<file path="src/rtl/rgb565_pkg.sv">
// Shared widths, channel field offsets and the per-pixel RGB888 -> RGB565 conversion.
// Latency: combinational helper only; no state.
// Backpressure: not applicable.
// Build option: RGB565_ROUND_EN selects round-to-nearest with saturation; default truncates.
package rgb565_pkg;

    localparam int RGB888_PX_W = 32;
    localparam int RGB565_PX_W = 16;

    // Byte offsets of each channel inside a 0RGB888 word.
    localparam int R8_LSB = 16;
    localparam int G8_LSB = 8;
    localparam int B8_LSB = 0;
    localparam int A8_LSB = 24;

    // Field offsets inside a {R5,G6,B5} word.
    localparam int R5_LSB = 11;
    localparam int G6_LSB = 5;
    localparam int B5_LSB = 0;

    function automatic logic [RGB565_PX_W-1:0] px888_to_565(input logic [RGB888_PX_W-1:0] px);
        logic [7:0] r8;
        logic [7:0] g8;
        logic [7:0] b8;
        logic [7:0] unused_alpha;
        logic [4:0] r5;
        logic [5:0] g6;
        logic [4:0] b5;
`ifdef RGB565_ROUND_EN
        logic [8:0] r_sum;
        logic [8:0] g_sum;
        logic [8:0] b_sum;
`endif
        r8           = px[R8_LSB +: 8];
        g8           = px[G8_LSB +: 8];
        b8           = px[B8_LSB +: 8];
        unused_alpha = px[A8_LSB +: 8];
`ifdef RGB565_ROUND_EN
        // Add half an output LSB; a carry into bit 8 means the rounded value
        // overflowed the field, so clamp to all-ones.
        r_sum = {1'b0, r8} + 9'd4;
        g_sum = {1'b0, g8} + 9'd2;
        b_sum = {1'b0, b8} + 9'd4;
        r5    = r_sum[8] ? 5'h1f : r_sum[7:3];
        g6    = g_sum[8] ? 6'h3f : g_sum[7:2];
        b5    = b_sum[8] ? 5'h1f : b_sum[7:3];
`else
        r5 = r8[7:3];
        g6 = g8[7:2];
        b5 = b8[7:3];
`endif
        return {r5, g6, b5};
    endfunction

endpackage

</file>
<file path="src/rtl/rgb888_to_565_stream_if.sv">
// Stream bundle for the converter: input beat, output beat and frame-length status.
// Latency: wiring only.
// Backpressure: s_tready/m_tready carry the valid-ready handshakes on each side.
// Modports: slave = converter view, master = source/sink (DMA side, display side) view.
interface rgb888_to_565_stream_if #(
    parameter int PIXELS_PER_BEAT = 4
);
    logic                                                   s_tvalid;
    logic                                                   s_tready;
    logic                                                   s_tlast;
    logic [rgb565_pkg::RGB888_PX_W*PIXELS_PER_BEAT-1:0]     rgb888_in;
    logic                                                   m_tvalid;
    logic                                                   m_tready;
    logic                                                   m_tlast;
    logic [rgb565_pkg::RGB565_PX_W*PIXELS_PER_BEAT-1:0]     rgb565_out;
    logic                                                   frame_err;
    logic                                                   err_pulse;

    modport slave (
        input  s_tvalid, s_tlast, rgb888_in, m_tready,
        output s_tready, m_tvalid, m_tlast, rgb565_out, frame_err, err_pulse
    );

    modport master (
        output s_tvalid, s_tlast, rgb888_in, m_tready,
        input  s_tready, m_tvalid, m_tlast, rgb565_out, frame_err, err_pulse
    );
endinterface

</file>
<file path="src/rtl/axis_skid_reg.sv">
// Generic 2-entry skid register: main register drives the output, skid catches one beat on stall.
// Latency: 1 cycle (input accepted at edge N is on o_* from edge N).
// Backpressure: o_rdy = !skid_valid, registered only; no combinational path from i_rdy.
// Ports: clk, rst_n (async active-low); i_vld/o_rdy/i_dat upstream; o_vld/i_rdy/o_dat downstream.
module axis_skid_reg #(
    parameter int DATA_W = 8
) (
    input  logic              clk,
    input  logic              rst_n,
    input  logic              i_vld,
    output logic              o_rdy,
    input  logic [DATA_W-1:0] i_dat,
    output logic              o_vld,
    input  logic              i_rdy,
    output logic [DATA_W-1:0] o_dat
);
    logic              r_main_vld;
    logic [DATA_W-1:0] r_main_dat;
    logic              r_skid_vld;
    logic [DATA_W-1:0] r_skid_dat;
    logic              w_acc;
    logic              w_drain;

    // Gating with rst_n keeps ready low for the whole reset window, and the
    // release does not have to wait a clock edge.
    assign o_rdy   = rst_n & ~r_skid_vld;
    assign w_acc   = i_vld & o_rdy;
    assign w_drain = r_main_vld & i_rdy;
    assign o_vld   = r_main_vld;
    assign o_dat   = r_main_dat;

    always_ff @(posedge clk or negedge rst_n) begin
        if (!rst_n) begin
            r_main_vld <= 1'b0;
            r_main_dat <= '0;
            r_skid_vld <= 1'b0;
            r_skid_dat <= '0;
        end else if (w_drain) begin
            // Skid full implies o_rdy was low, so no new beat competes with it.
            if (r_skid_vld) begin
                r_main_dat <= r_skid_dat;
                r_main_vld <= 1'b1;
                r_skid_vld <= 1'b0;
            end else if (w_acc) begin
                r_main_dat <= i_dat;
                r_main_vld <= 1'b1;
            end else begin
                r_main_vld <= 1'b0;
            end
        end else if (w_acc) begin
            if (!r_main_vld) begin
                r_main_dat <= i_dat;
                r_main_vld <= 1'b1;
            end else begin
                r_skid_dat <= i_dat;
                r_skid_vld <= 1'b1;
            end
        end
    end

endmodule

</file>
<file path="src/rtl/rgb888_to_565_stream.sv">
// Converts beats of 0RGB888 pixels to RGB565 and checks frame length against BEATS_PER_FRAME.
// Latency: 1 cycle accept-to-output; 1 beat/cycle while m_tready is high.
// Backpressure: 2-entry skid output; s_tready drops the cycle after the skid fills.
// Ports: aclk, aresetn (async active-low), bus (slave modport: s_* in, m_* out, frame_err, err_pulse).
// Build option: RGB565_ROUND_EN selects rounding conversion (see rgb565_pkg).
module rgb888_to_565_stream
    import rgb565_pkg::*;
#(
    parameter int PIXELS_PER_BEAT = 4,
    parameter int BEATS_PER_FRAME = 1024
) (
    input  logic                  aclk,
    input  logic                  aresetn,
    rgb888_to_565_stream_if.slave bus
);
    localparam int OUT_W  = RGB565_PX_W * PIXELS_PER_BEAT;
    localparam int SKID_W = OUT_W + 1;
    localparam int CNT_W  = (BEATS_PER_FRAME > 2) ? $clog2(BEATS_PER_FRAME) : 1;
    localparam logic [CNT_W-1:0] LAST_IDX = CNT_W'(BEATS_PER_FRAME - 1);

    logic [OUT_W-1:0]  w_px565;
    logic              w_s_rdy;
    logic              w_m_vld;
    logic [SKID_W-1:0] w_m_dat;
    logic              w_acc;
    logic              w_at_end;
    logic              w_len_err;
    logic [CNT_W-1:0]  r_beat_cnt;
    logic              r_frame_err;
    logic              r_err_pulse;

    always_comb begin
        w_px565 = '0;
        for (int i = 0; i < PIXELS_PER_BEAT; i++) begin
            w_px565[i*RGB565_PX_W +: RGB565_PX_W] =
                px888_to_565(bus.rgb888_in[i*RGB888_PX_W +: RGB888_PX_W]);
        end
    end

    // tlast rides as the top bit of the skid word so it stays aligned with its pixels.
    axis_skid_reg #(
        .DATA_W (SKID_W)
    ) u_skid (
        .clk   (aclk),
        .rst_n (aresetn),
        .i_vld (bus.s_tvalid),
        .o_rdy (w_s_rdy),
        .i_dat ({bus.s_tlast, w_px565}),
        .o_vld (w_m_vld),
        .i_rdy (bus.m_tready),
        .o_dat (w_m_dat)
    );

    assign bus.s_tready   = w_s_rdy;
    assign bus.m_tvalid   = w_m_vld;
    assign bus.m_tlast    = w_m_dat[SKID_W-1];
    assign bus.rgb565_out = w_m_dat[OUT_W-1:0];

    // Early last (tlast before the final slot) and late last (final slot
    // without tlast) both reduce to tlast disagreeing with the slot position.
    assign w_acc     = bus.s_tvalid & w_s_rdy;
    assign w_at_end  = (r_beat_cnt == LAST_IDX);
    assign w_len_err = w_acc & (bus.s_tlast ^ w_at_end);

    always_ff @(posedge aclk or negedge aresetn) begin
        if (!aresetn) begin
            r_beat_cnt  <= '0;
            r_frame_err <= 1'b0;
            r_err_pulse <= 1'b0;
        end else begin
            r_err_pulse <= w_len_err;
            if (w_len_err) begin
                r_frame_err <= 1'b1;
            end
            if (w_acc) begin
                // Either kind of error resynchronises to a fresh frame.
                if (bus.s_tlast || w_at_end) begin
                    r_beat_cnt <= '0;
                end else begin
                    r_beat_cnt <= r_beat_cnt + 1'b1;
                end
            end
        end
    end

    assign bus.frame_err = r_frame_err;
    assign bus.err_pulse = r_err_pulse;

endmodule

</file>
<file path="src/flat_wrapper.sv">
// flat-port wrapper written by rule: the top's interface ports become plain ports
module rgb888_to_565_stream_flat import rgb565_pkg::*;
#(
    parameter int PIXELS_PER_BEAT = 4,
    parameter int BEATS_PER_FRAME = 1024
)
  (aclk, aresetn, bus_s_tvalid, bus_s_tlast, bus_rgb888_in, bus_m_tready, bus_s_tready, bus_m_tvalid, bus_m_tlast, bus_rgb565_out, bus_frame_err, bus_err_pulse);
  rgb888_to_565_stream_if #(.PIXELS_PER_BEAT(PIXELS_PER_BEAT)) bus_i ();
  input  logic aclk;
  input  logic aresetn;
  input wire logic [$bits(bus_i.s_tvalid)-1:0] bus_s_tvalid;
  input wire logic [$bits(bus_i.s_tlast)-1:0] bus_s_tlast;
  input wire logic [$bits(bus_i.rgb888_in)-1:0] bus_rgb888_in;
  input wire logic [$bits(bus_i.m_tready)-1:0] bus_m_tready;
  output wire logic [$bits(bus_i.s_tready)-1:0] bus_s_tready;
  output wire logic [$bits(bus_i.m_tvalid)-1:0] bus_m_tvalid;
  output wire logic [$bits(bus_i.m_tlast)-1:0] bus_m_tlast;
  output wire logic [$bits(bus_i.rgb565_out)-1:0] bus_rgb565_out;
  output wire logic [$bits(bus_i.frame_err)-1:0] bus_frame_err;
  output wire logic [$bits(bus_i.err_pulse)-1:0] bus_err_pulse;
  assign bus_i.s_tvalid = bus_s_tvalid;
  assign bus_i.s_tlast = bus_s_tlast;
  assign bus_i.rgb888_in = bus_rgb888_in;
  assign bus_i.m_tready = bus_m_tready;
  assign bus_s_tready = bus_i.s_tready;
  assign bus_m_tvalid = bus_i.m_tvalid;
  assign bus_m_tlast = bus_i.m_tlast;
  assign bus_rgb565_out = bus_i.rgb565_out;
  assign bus_frame_err = bus_i.frame_err;
  assign bus_err_pulse = bus_i.err_pulse;
  rgb888_to_565_stream #(.PIXELS_PER_BEAT(PIXELS_PER_BEAT), .BEATS_PER_FRAME(BEATS_PER_FRAME)) u_core (.aclk(aclk), .aresetn(aresetn), .bus(bus_i));
endmodule
</file>
<file path="config.mk">
export PLATFORM = sky130hd
export DESIGN_NAME = rgb888_to_565_stream_flat
export DESIGN_NICKNAME = d
export VERILOG_FILES = /design/src/rtl/rgb565_pkg.sv /design/src/rtl/rgb888_to_565_stream_if.sv /design/src/rtl/axis_skid_reg.sv /design/src/rtl/rgb888_to_565_stream.sv /design/src/flat_wrapper.sv
export SDC_FILE = /design/constraint.sdc
export NUM_CORES = 1
export LEC_CHECK = 0
export CORE_MARGIN = 3
export CORE_UTILIZATION = 35
export CTS_CLUSTER_DIAMETER = 200
export DETAILED_ROUTE_END_ITERATION = 16
export SLEW_MARGIN = 0
export SYNTH_ARGS = -nofsm -noshare
export SYNTH_HDL_FRONTEND = slang
export SYNTH_SLANG_ARGS = --single-unit
</file>
<file path="constraint.sdc">
create_clock -name aclk -period 5 [get_ports aclk]
set_input_delay 0.5 -clock aclk [delete_from_list [all_inputs] [get_ports aclk]]
set_output_delay 0.5 -clock aclk [all_outputs]
set_load 0.02 [all_outputs]
</file>
# Word-level counts from Yosys, hierarchy flattened
# Cells that the tools add are included.
dict set report totals {
  wordCells 37
  reg_bits 144
}
dict set report classes {
  mux 13
  eq_ne 2
  bitwise_logic 7
  reduce_logical 7
  n_addsub 1
}
# op count
set op_table {}
lappend op_table {{2-to-1 mux 65 bit} 5}
lappend op_table {{adder 10 x 1 -> 10 bit, second input constant} 1}
lappend op_table {{== test 10 bit, second input constant} 1}
lappend op_table {{2-to-1 mux 10 bit} 1}
lappend op_table {{2-to-1 mux 1 bit} 7}
lappend op_table {{AND reduction 3 bit} 2}
lappend op_table {{nonzero test 2 bit} 3}
lappend op_table {{AND 1 bit} 4}
lappend op_table {{inequality test 2 x 1 -> 1 bit, second input constant} 1}
lappend op_table {{NOT 1 bit} 2}
lappend op_table {{AND reduction 2 bit} 1}
lappend op_table {{logical OR 1 bit} 1}
lappend op_table {{XOR 1 bit} 1}

# Longest topological paths before layout
# Gate-level depths: netlist of the first run.
dict set report depth {
  ltp_word 6
  depth_mapped 8
  ltp_nobuf 7
}

# Hierarchy
# Synthesis of the first run repeated with hierarchy kept, for this count alone.
dict set report hier_totals {
  cells_unflattened 427
  hier_area_um2 6775.2
}
# mod instances area_each_um2 cells_per_inst
set by_module_without_submodules {}
lappend by_module_without_submodules {axis_skid_reg 1 6125.9 360}
lappend by_module_without_submodules {rgb888_to_565_stream 1 649.4 67}

# Least setup slack after synthesis of the first run
# OpenSTA, ideal clock, no wires.
dict set report synth_path {
  kind {reg-to-reg}
  startpoint {register u_core.r_beat_cnt[4]}
  endpoint {register u_core.r_beat_cnt[4]}
  n_path_buf 1
  synth_period_minus_slack_ps 1653
  setup_time_ps 129
  t_required_ps 4871
  path_stages_with_launch 9
  path_slack_ps 3347
  arrival_ps 1524
  cell_sequence {dfrtp_1 -> nand3_1 -> nor2_1 -> nand4_1 -> ha_1 -> clkbuf_1 -> and2_1 -> a22oi_1 -> o31ai_1}
}
dict set report synth_via {
  elab_chain_cells 3
  elab_cells_between_ends 4
}
# item line
set synth_lines {}
lappend synth_lines {{from (decl)} rgb888_to_565_stream.sv:28} ;# logic [CNT_W-1:0] r_beat_cnt;
lappend synth_lines {{from (signal assigned)} rgb888_to_565_stream.sv:80} ;# r_beat_cnt <= r_beat_cnt + 1'b1;
lappend synth_lines {{branches (longest 2 deep; another with adder 10 x 1 -> 10 bit)} --}
lappend synth_lines {{2-to-1 mux 10 bit (*)} rgb888_to_565_stream.sv:77} ;# if (bus.s_tlast || w_at_end) begin
# Every way passes the cells marked *.
# A chain may end at the register's enable or synchronous reset.

# Worst setup path after layout of the first run
dict set report layout_path {
  startpoint {input aresetn}
  endpoint {register u_core.u_skid.r_main_dat[8] (netlist: u_core.u_skid.o_dat[8])}
}
dict set report layout_via {
  elab_chain_cells 4
  elab_cells_between_ends 5
}
# item line
set layout_lines {}
lappend layout_lines {{from (decl)} flat_wrapper.sv:10} ;# input logic aresetn;
lappend layout_lines {{AND 1 bit (*)} axis_skid_reg.sv:26} ;# assign o_rdy = rst_n & ~r_skid_vld;
lappend layout_lines {{AND 1 bit (*)} axis_skid_reg.sv:27} ;# assign w_acc = i_vld & o_rdy;
lappend layout_lines {{nonzero test 2 bit (no source line)} --}
lappend layout_lines {{AND reduction 3 bit (no source line) (*)} --}
lappend layout_lines {{to (signal assigned)} axis_skid_reg.sv:41} ;# r_main_dat <= r_skid_dat;
lappend layout_lines {{to (signal assigned)} axis_skid_reg.sv:45} ;# r_main_dat <= i_dat;
lappend layout_lines {{to (signal assigned)} axis_skid_reg.sv:52} ;# r_main_dat <= i_dat;
lappend layout_lines {{to (decl)} axis_skid_reg.sv:18} ;# logic [DATA_W-1:0] r_main_dat;
# Every way passes the cells marked *; elsewhere a longest branch is shown, timed or not.

==> out/qor.csv, run 1 <==
metric;value;unit
synth_compound_area_share;2.16;%
cts.root.buffer_cell;clkbuf_16;
cp_slowest_cell;nand3b_1;
synth_nets;565;
drt_wl_total;13800;µm
synth_seq_cells;144;
post-place-cells;775;
wl_met1;6200;µm
grt_start_max_net_pins;68;
cts_tree;done;
clk_latency;0.41;ns
slew_violations;0;
clock-sinks;144;
min_period_over_period;57.5;%
antenna_found_initial;0;
synth_top_cell_area_share;55.1;%
diodes;0;
crit_required;5.28;ns
comb_power_share;37.8;%
grt_pass1_vias;4271;
synth_largest_area_cell;dfrtp_1;
initial_core_util;36.0;%
leakage;3.71;nW
yosysWarnings;0;
hold_viol;0;
p_sw;1.57;mW
die_y;143;µm
final_cell_count_no_fill;806;
dieArea;0.0204;mm²
worst_slack;2.12;ns
crit_fanout;37;
ff2ff_setup_slack;2.48;ns
synth_top_family_by_area;multiplexers;
crit_cells;6;
port_buffers;137;
row_count;49;
holdWs;0.464;ns
fin_tns_setup;0;ns
final_common_cell;mux2_2;
clock_power_share;22.9;%
rsz0062_at_grt;false;
syn_inst;429;
end_kind;register;
wl_per_cell;17.1;µm
final_net_count;702;
cp-start-kind;primary input;
critPathMaxStageDelay;0.58;ns
cp_num_buf_inv;3;
dr.max_layer_used;met4;
vias;3972;
clk_path_buf_depth;2;
post-cts-setup-buffer-count;0;
synth_cell_types;34;
drv_cap;0;
cts_resized;0;
synthMuxAreaShare;35.8;%
fin_area;0.00861;mm²
grt_overflow_total;0;
wl_met2;6280;µm
synth-xor-area-share;0;%
syn_area;0.00654;mm²
io-pin-count;202;
clk_pin_slew;0.06;ns
whs_path_depth;1;
crit_arrival;3.16;ns
setup_viol_count_final;0;
pre_cts_ws;1.84;ns
seq_area_frac_synth;55.1;%
postLayoutCoreUtil;47.4;%
power;5.12;mW
coreArea;0.0181;mm²
power_switching_share;30.7;%
min_period;2.88;ns
hp-class;register to register;
status;finished, final reports clean;
viasPerCell;4.93;
path_delay_family;buffers and inverters;
seq_power_share;39.3;%
globalplace.congestion;0.737;
drive_gt1_share;40.0;%
met3_length;1130;µm
synthAdderAreaFrac;0.574;%
drt-initial-drc-count;150;
die_w;143;µm
placed_cell_area;0.00806;mm²
vdd_drop_max;0.328;mV
worstPathCellList;dlygate4sd3_1 > buf_6 > nand3b_1 > a21oi_4 > buf_4 > mux2_2;
hpwl;8920;µm
internal_power;3.55;mW
slew_headroom;33.4;%
pwr_density_cell;594;mW/mm²
final_cell_mix;mux2_2, dfrtp_1, clkdlybuf4s50_1, mux2_4, clkbuf_16;
htreeDepth;4;
yosys.area_share.simple;3.19;%
synth_area_per_cell;15.2;µm²
fmax;348;MHz
ys_top_cells_by_area;dfrtp_1, mux2_2, mux2_4;
drc_errors;0;
grt_usage;14.1;%
grt_pass1_wl;22400;µm
syn_to_final_growth;31.6;%
ant_nets;0;
critical_path_class;primary input to register;
fin_worst_skew;0.00771;ns
cts_made_buffers;17;
first_pass_iters;4;
worst_pin_slew;0.999;ns
worstRegToRegCells;4;
kinds of logic (layout without fill, tap and decap cells):
group / Yosys count / count (layout)
AOI/OAI and AO/OA: 22 / 22
adders and majority gates: 3 / 3
buffers and inverters: 26 / 174
DFF: 144 / 144
muxes: 195 / 195
and+or+nand+nor: 39 / 39
path summary, 6_finish.rpt:
kind / start / endpoint
max: aresetn / u_core.u_skid.o_dat[8]
min: u_core.bus.frame_err / u_core.bus.frame_err
max reg2reg: u_core.u_skid.o_vld / u_core.u_skid.o_dat[8]
min reg2reg: u_core.bus.frame_err / u_core.bus.frame_err
max in group asynchronous: aresetn / u_core.u_skid.o_dat[16]
min in group asynchronous: aresetn / u_core.r_beat_cnt[9]
area by class of cell:
class	instances	area, µm²
clock buffer	24	482
clock inverter	6	58.8
fill	1591	9540
inverter	1	3.75
multi-input combinational	259	2760
sequential	144	3600
tap	229	287
timing repair buffer	143	1420
cells in the mapped netlist, drive strengths merged:
library cell  number
mux2             194
dfrtp            144
buf               24
nand2             12
nand3              8
o21ai              7
a21oi              5
ha                 3
nor2b              3
o311ai             3
and2               2
nand4              2
nor2               2
nor4               2
o31ai              2
or2                2
or3                2
a22oi              1
and3b              1
clkbuf             1
inv                1
mux2i              1
nand2b             1
nand3b             1
o211ai             1
o21bai             1
o22a               1
o31a               1
or4                1
power by group through the flow:
stage | clock, mW | sequential [mW] | combinational (mW)
5_1_grt | 1.27 | 2.09 | 2.07
3_3_place_gp | 0 | 2.00 | 1.93
6_report | 1.17 | 2.01 | 1.94
3_5_place_dp | 0 | 2.03 | 1.96
4_1_cts | 1.21 | 2.02 | 1.97
2_1_floorplan | 0 | 2.31 | 0.833
registers in the layout, indices dropped and copies added (netlist names):
name and count:
u_core.u_skid.o_vld 1, u_core.r_beat_cnt 10, u_core.u_skid.r_skid_vld 1, u_core.u_skid.r_skid_dat 65, u_core.bus.frame_err 1, u_core.bus.err_pulse 1
u_core.u_skid.o_dat 65
per-layer routing:
layer  vias to the layer above  GRT usage [%]
li1                       1823              -
met1                      2025           18.4
met2                       114           21.3
met3                        10           6.53
met4                         0           3.60
met5                         -              0
timing repair:
item                                    in CTS  in global routing
hold endpoints to repair                    30                  0
endpoints found under the setup margin       0                  0
hold buffers                                 1                  0
(Power assumes the default switching activity.)
==> run 2: changes to the inputs <==
PLACE_DENSITY = 0.65   (was unset)
clock period = 2.6 ns   (was 5 ns; I/O delays follow)
==> out/qor.csv, run 2 (synthesis results as in run 1) <==
metric;value;unit;change
worst_pin_slew;0.649;ns;was 0.999 ns
crit_arrival;2.32;ns;was 3.16 ns
met1_usage;16.3;%;was 18.4%
use_met3;4.49;%;was 6.53%
cp-start-kind;primary input;;unchanged
fin_worst_skew;0.00838;ns;was 0.00771 ns
io-pin-count;202;;unchanged
cts_resized;0;;unchanged
htreeDepth;4;;unchanged
grt_pass1_vias;4363;;was 4271
multiInputGateArea;0.00276;mm²;unchanged
die_w;143;µm;unchanged
critPathMaxStageDelay;0.55;ns;was 0.58 ns
worstPathCellList;dlygate4sd3_1 > buf_6 > and3b_1 > nand2_4 > buf_12 > mux2_2;;was dlygate4sd3_1 > buf_6 > nand3b_1 > a21oi_4 > buf_4 > mux2_2
cp_num_buf_inv;3;;unchanged
viasPerCell;4.94;;was 4.93
row_count;49;;unchanged
ant_nets;0;;unchanged
p_sw;3.04;mW;was 1.57 mW
hp-class;primary input to asynchronous set/reset pin;;was register to register
drc_errors;0;;unchanged
drt_wl_total;13500;µm;was 13800 µm
slew_violations;0;;unchanged
seq_power_share;38.5;%;was 39.3%
initial_core_util;36.0;%;unchanged
diodes;0;;unchanged
pwr_density_cell;1150;mW/mm²;was 594 mW/mm²
min_period;2.02;ns;
antenna_found_initial;0;;unchanged
grt_usage;13.5;%;was 14.1%
die_y;143;µm;unchanged
critical_path_class;primary input to register;;unchanged
vias;4013;;was 3972
cts_made_buffers;17;;unchanged
comb_power_share;37.1;%;was 37.8%
slew_headroom;56.7;%;was 33.4%
wl_per_cell;16.7;µm;was 17.1 µm
drive_gt1_share;41.0;%;was 40.0%
hold_viol;0;;unchanged
final.fill_count;1548;;was 1591
regArea;0.00360;mm²;unchanged
hpwl;9150;µm;was 8920 µm
final_cell_mix;mux2_2, dfrtp_1, clkdlybuf4s50_1, mux2_4, clkbuf_16;;unchanged
post-place-cells;779;;was 775
power_switching_share;30.3;%;was 30.7%
rsz0062_at_grt;false;;unchanged
first_pass_iters;4;;unchanged
fin_tns_setup;0;ns;unchanged
dieArea;0.0204;mm²;unchanged
cts_tree;done;;unchanged
final_common_cell;mux2_2;;unchanged
grt_start_max_net_pins;51;;was 68
clock-sinks;144;;unchanged
cp_slowest_cell;dlygate4sd3_1;;was nand3b_1
setup_viol_count_final;0;;unchanged
coreArea;0.0181;mm²;unchanged
clk_latency;0.41;ns;about the same
grt_overflow_total;0;;unchanged
drv_cap;0;;unchanged
globalplace.congestion;0.705;;was 0.737
grt.busiest_layer;met2;;unchanged
clk_pin_slew;0.06;ns;about the same
power;10.0;mW;was 5.12 mW
syn_to_final_growth;33.6;%;was 31.6%
grt_pass1_wl;21800;µm;was 22400 µm
fin_area;0.00874;mm²;was 0.00861 mm²
path_delay_family;buffers and inverters;;unchanged
min_period_over_period;77.9;%;
leakage;3.77;nW;was 3.71 nW
crit_required;2.89;ns;was 5.28 ns
postLayoutCoreUtil;48.2;%;was 47.4%
final_cell_count_no_fill;812;;was 806
gr-usage-met2;22.7;%;was 21.3%
fmax;494;MHz;
cts.root.buffer_cell;clkbuf_16;;unchanged
final_net_count;706;;was 702
crit_fanout;38;;was 37
status;finished, final reports clean;;unchanged
clock_power_share;24.4;%;was 22.9%
clk_path_buf_depth;2;;unchanged
end_kind;register;;unchanged
vdd_drop_max;0.554;mV;was 0.328 mV
port_buffers;137;;unchanged
placed_cell_area;0.00813;mm²;was 0.00806 mm²
internal_power;7.00;mW;was 3.55 mW
drt-initial-drc-count;124;;was 150
==> run 2: power groups by stage <==
stage	clock (mW)	sequential (mW)	combinational, mW
6_report	2.45	3.87	3.73
5_1_grt	2.65	4.01	3.98
4_1_cts	2.53	3.89	3.80
3_5_place_dp	0	3.91	3.79
3_3_place_gp	0	3.85	3.71
2_1_floorplan	0	4.45	1.60
==> run 2: through the flow <==
stage / hold slack [ns] / setup WS (ns)
after CTS: 0.186 / 0.552
final: 0.207 / 0.575
after global placement: 0.0557 / 0.394
after detailed placement: 0.0580 / 0.325
after global routing: 0.185 / 0.475
after floorplan: -0.0356 / 0.947
==> run 2: cell type report <==
type | count | share of cell area (%)
Clock inverter | 8 | 1.15
Sequential cell | 144 | 41.2
Inverter | 1 | 0.0430
Timing Repair Buffer | 147 | 17.0
Tap cell | 229 | 3.28
Multi-Input combinational cell | 259 | 31.5
Clock buffer | 24 | 5.74
==> run 2: per-layer routing <==
| layer | up-vias | part of all wire [%] |
|---|---|---|
| met2 | 107 | 48 |
| li1 | 1832 | - |
| met5 | - | 0 |
| met3 | 17 | 6.1 |
| met1 | 2057 | 44 |
| met4 | 0 | 1.5 |
==> run 2: path summary, 6_finish.rpt <==
kind | startpoint | to | slack (ns) | cells after the start
max reg2reg | u_core.u_skid.r_skid_vld | u_core.u_skid.r_skid_dat[60] | 0.63 | 4
min reg2reg | u_core.bus.frame_err | u_core.bus.frame_err | 0.47 | 1
max in group asynchronous | aresetn | u_core.r_beat_cnt[9] | 0.98 | 4
min in group aclk | u_core.bus.frame_err | u_core.bus.frame_err | 0.47 | 1
min | aresetn | u_core.u_skid.r_skid_dat[31] | 0.21 | 2
max | aresetn | u_core.u_skid.r_skid_dat[60] | 0.58 | 6
==> run 2: worst register-to-register path: stages, from the launching register on <==
cell and delay, ns:
dfrtp_1 0.46, and3b_1 0.31, nand2_4 0.37, buf_12 0.32, mux2_2 0.40
==> run 2: timing repair <==
action / CTS / global route
hold buffers: 1 / 0
buffers inserted: 0 / 0
endpoints found under the hold margin: 4 / 0
==> run 3: changes to the inputs <==
PLACE_DENSITY = unset   (was 0.65)
clock period = 1.9 ns   (was 2.6 ns; I/O delays follow)
==> out/qor.csv, run 3 (synthesis results as in run 1) <==
metric;value;unit;change
ff2ff_setup_slack;0.19;ns;was 0.63 ns
worst_slack;0.116;ns;was 0.575 ns
row_count;49;;unchanged
cts.root.buffer_cell;clkbuf_16;;unchanged
worst_pin_slew;0.656;ns;was 0.649 ns
diodes;0;;unchanged
clock_power_share;25.5;%;was 24.4%
final_common_cell;mux2_2;;unchanged
antenna_found_initial;1;;was 0
hp-class;primary input to asynchronous set/reset pin;;unchanged
final.fill_count;1543;;was 1548
dieArea;0.0204;mm²;unchanged
grt_start_max_net_pins;121;;was 51
holdWs;0.408;ns;was 0.207 ns
crit_required;1.71;ns;was 2.89 ns
setup_viol_count_final;0;;unchanged
grt_pass1_wl;23100;µm;was 21800 µm
ant_nets;0;;unchanged
final_net_count;712;;was 706
pre_cts_ws;-0.0000758;ns;was 0.325 ns
clk_latency;0.42;ns;was 0.41 ns
seq_power_share;37.7;%;was 38.5%
multiInputGateArea;0.00276;mm²;unchanged
crit_fanout;7;;was 38
path_delay_family;buffers and inverters;;unchanged
htreeDepth;4;;unchanged
min_period;1.78;ns;
slew_violations;0;;unchanged
clk_pin_slew;0.06;ns;about the same
io-pin-count;202;;unchanged
hold_viol;0;;unchanged
fin_tns_setup;0;ns;unchanged
crit_arrival;1.59;ns;was 2.32 ns
power_switching_share;30.3;%;about the same
final_cell_mix;mux2_2, dfrtp_1, clkdlybuf4s50_1, mux2_4, clkbuf_16;;unchanged
p_sw;4.27;mW;was 3.04 mW
die_w;143;µm;unchanged
initial_core_util;36.0;%;unchanged
pwr_density_cell;1580;mW/mm²;was 1150 mW/mm²
end_kind;output port;;was register
drt-initial-drc-count;117;;was 124
reg2reg_from;u_core.r_beat_cnt[4];;was u_core.u_skid.r_skid_vld
drive_gt1_share;41.8;%;was 41.0%
grt_usage;14.4;%;was 13.5%
die_y;143;µm;unchanged
critPathMaxStageDelay;0.70;ns;was 0.55 ns
r2r-end;u_core.r_beat_cnt[4];;was u_core.u_skid.r_skid_dat[60]
cts_made_buffers;17;;unchanged
internal_power;9.80;mW;was 7.00 mW
cts_tree;done;;unchanged
min_period_over_period;93.9;%;
hpwl;9360;µm;was 9150 µm
drc_errors;0;;unchanged
clk_path_buf_depth;2;;unchanged
comb_power_share;36.9;%;was 37.1%
fmax;561;MHz;
cp-start-kind;register;;was primary input
vdd_drop_max;0.791;mV;was 0.554 mV
drv_cap;0;;unchanged
clock-sinks;144;;unchanged
globalplace.congestion;0.728;;was 0.705
viasPerCell;4.93;;was 4.94
critical_path_class;register to output port;;was primary input to register
post-cts-setup-buffer-count;0;;unchanged
rsz0062_at_grt;false;;unchanged
coreArea;0.0181;mm²;unchanged
syn_to_final_growth;35.9;%;was 33.6%
cp_num_buf_inv;1;;was 3
wl_per_cell;17.1;µm;was 16.7 µm
worstRegToRegCells;7;;was 4
leakage;3.84;nW;was 3.77 nW
port_buffers;137;;unchanged
first_pass_iters;4;;unchanged
regArea;0.00360;mm²;unchanged
worstPathCellList;clkdlybuf4s50_1;;was dlygate4sd3_1 > buf_6 > and3b_1 > nand2_4 > buf_12 > mux2_2
grt_overflow_total;0;;unchanged
fin_worst_skew;0.00486;ns;was 0.00838 ns
drt_wl_total;14000;µm;was 13500 µm
status;finished, final reports clean;;unchanged
grt_pass1_vias;4426;;was 4363
slew_headroom;56.3;%;was 56.7%
vias;4030;;was 4013
cp_slowest_cell;clkdlybuf4s50_1;;was dlygate4sd3_1
==> run 3: cell types whose count changed in the layout (fill, tap and decap cells not counted), sizes merged <==
cell	previous run	this run
clkinv	3	4
bufinv	2	4
clkbuf	24	20
inv	3	2
clkdlybuf4s50	136	135
dlymetal6s2s	0	1
buf	10	16
clkinvlp	1	3
==> run 3: worst max path at each step <==
| stage | startpoint | endpoint | slack, ns | depth (start not counted) |
|---|---|---|---|---|
| 2_1_floorplan | u_core.r_beat_cnt[4] | u_core.r_beat_cnt[4] | 0.25 | 8 |
| 3_3_place_gp | bus_m_tready | u_core.u_skid.o_dat[43] | 0.04 | 5 |
| 3_5_place_dp | bus_m_tready | u_core.u_skid.o_dat[48] | -0.00008 | 5 |
| 4_1_cts | aresetn | bus_s_tready | 0.001 | 4 |
| 5_1_grt | u_core.r_beat_cnt[6] | u_core.r_beat_cnt[2] | 0.0003 | 7 |
| 6_report | u_core.u_skid.o_vld | bus_m_tvalid | 0.12 | 1 |
==> run 3: area by class of cell <==
cell class,instances,area share (%)
inverter,1,0.0422
multi-input combinational,259,31.0
clock inverter,12,2.06
clock buffer,20,5.14
timing repair buffer,153,18.0
tap,229,3.22
sequential,144,40.6
==> run 3: per-layer routing <==
metal	vias up	part of all wire, %	GRT usage [%]
met1	2028	46	18.7
met2	130	44	21.7
li1	1851	-	-
met4	2	1.6	4.70
met5	-	0.093	0
met3	19	8.8	6.30
==> run 3: power groups by stage <==
stage	combinational (mW)	sequential (mW)	clock, mW
floorplan	2.19	6.08	0
global placement	5.18	5.25	0
detailed placement	5.27	5.35	0
CTS	5.29	5.32	3.68
global route	5.57	5.50	3.84
finish	5.19	5.30	3.58
==> run 3: timing repair <==
action / 4_1_cts / 5_1_grt
hold buffers: 1 / 0
endpoints found under the setup margin: 0 / 1
gates resized for setup: 0 / 1
hold endpoints to repair: 144 / 0
==> run 3: per-stage QoR <==
stage               cells  power, mW  utilization, %  area [µm²]
floorplan             429       8.28               -        6540
global placement      785       10.4            45.4        8230
detailed placement    785       10.6            45.4        8230
CTS                   818       14.3            49.0        8880
global route          818       14.9            49.0        8890
finish                818       14.1            49.0        8890
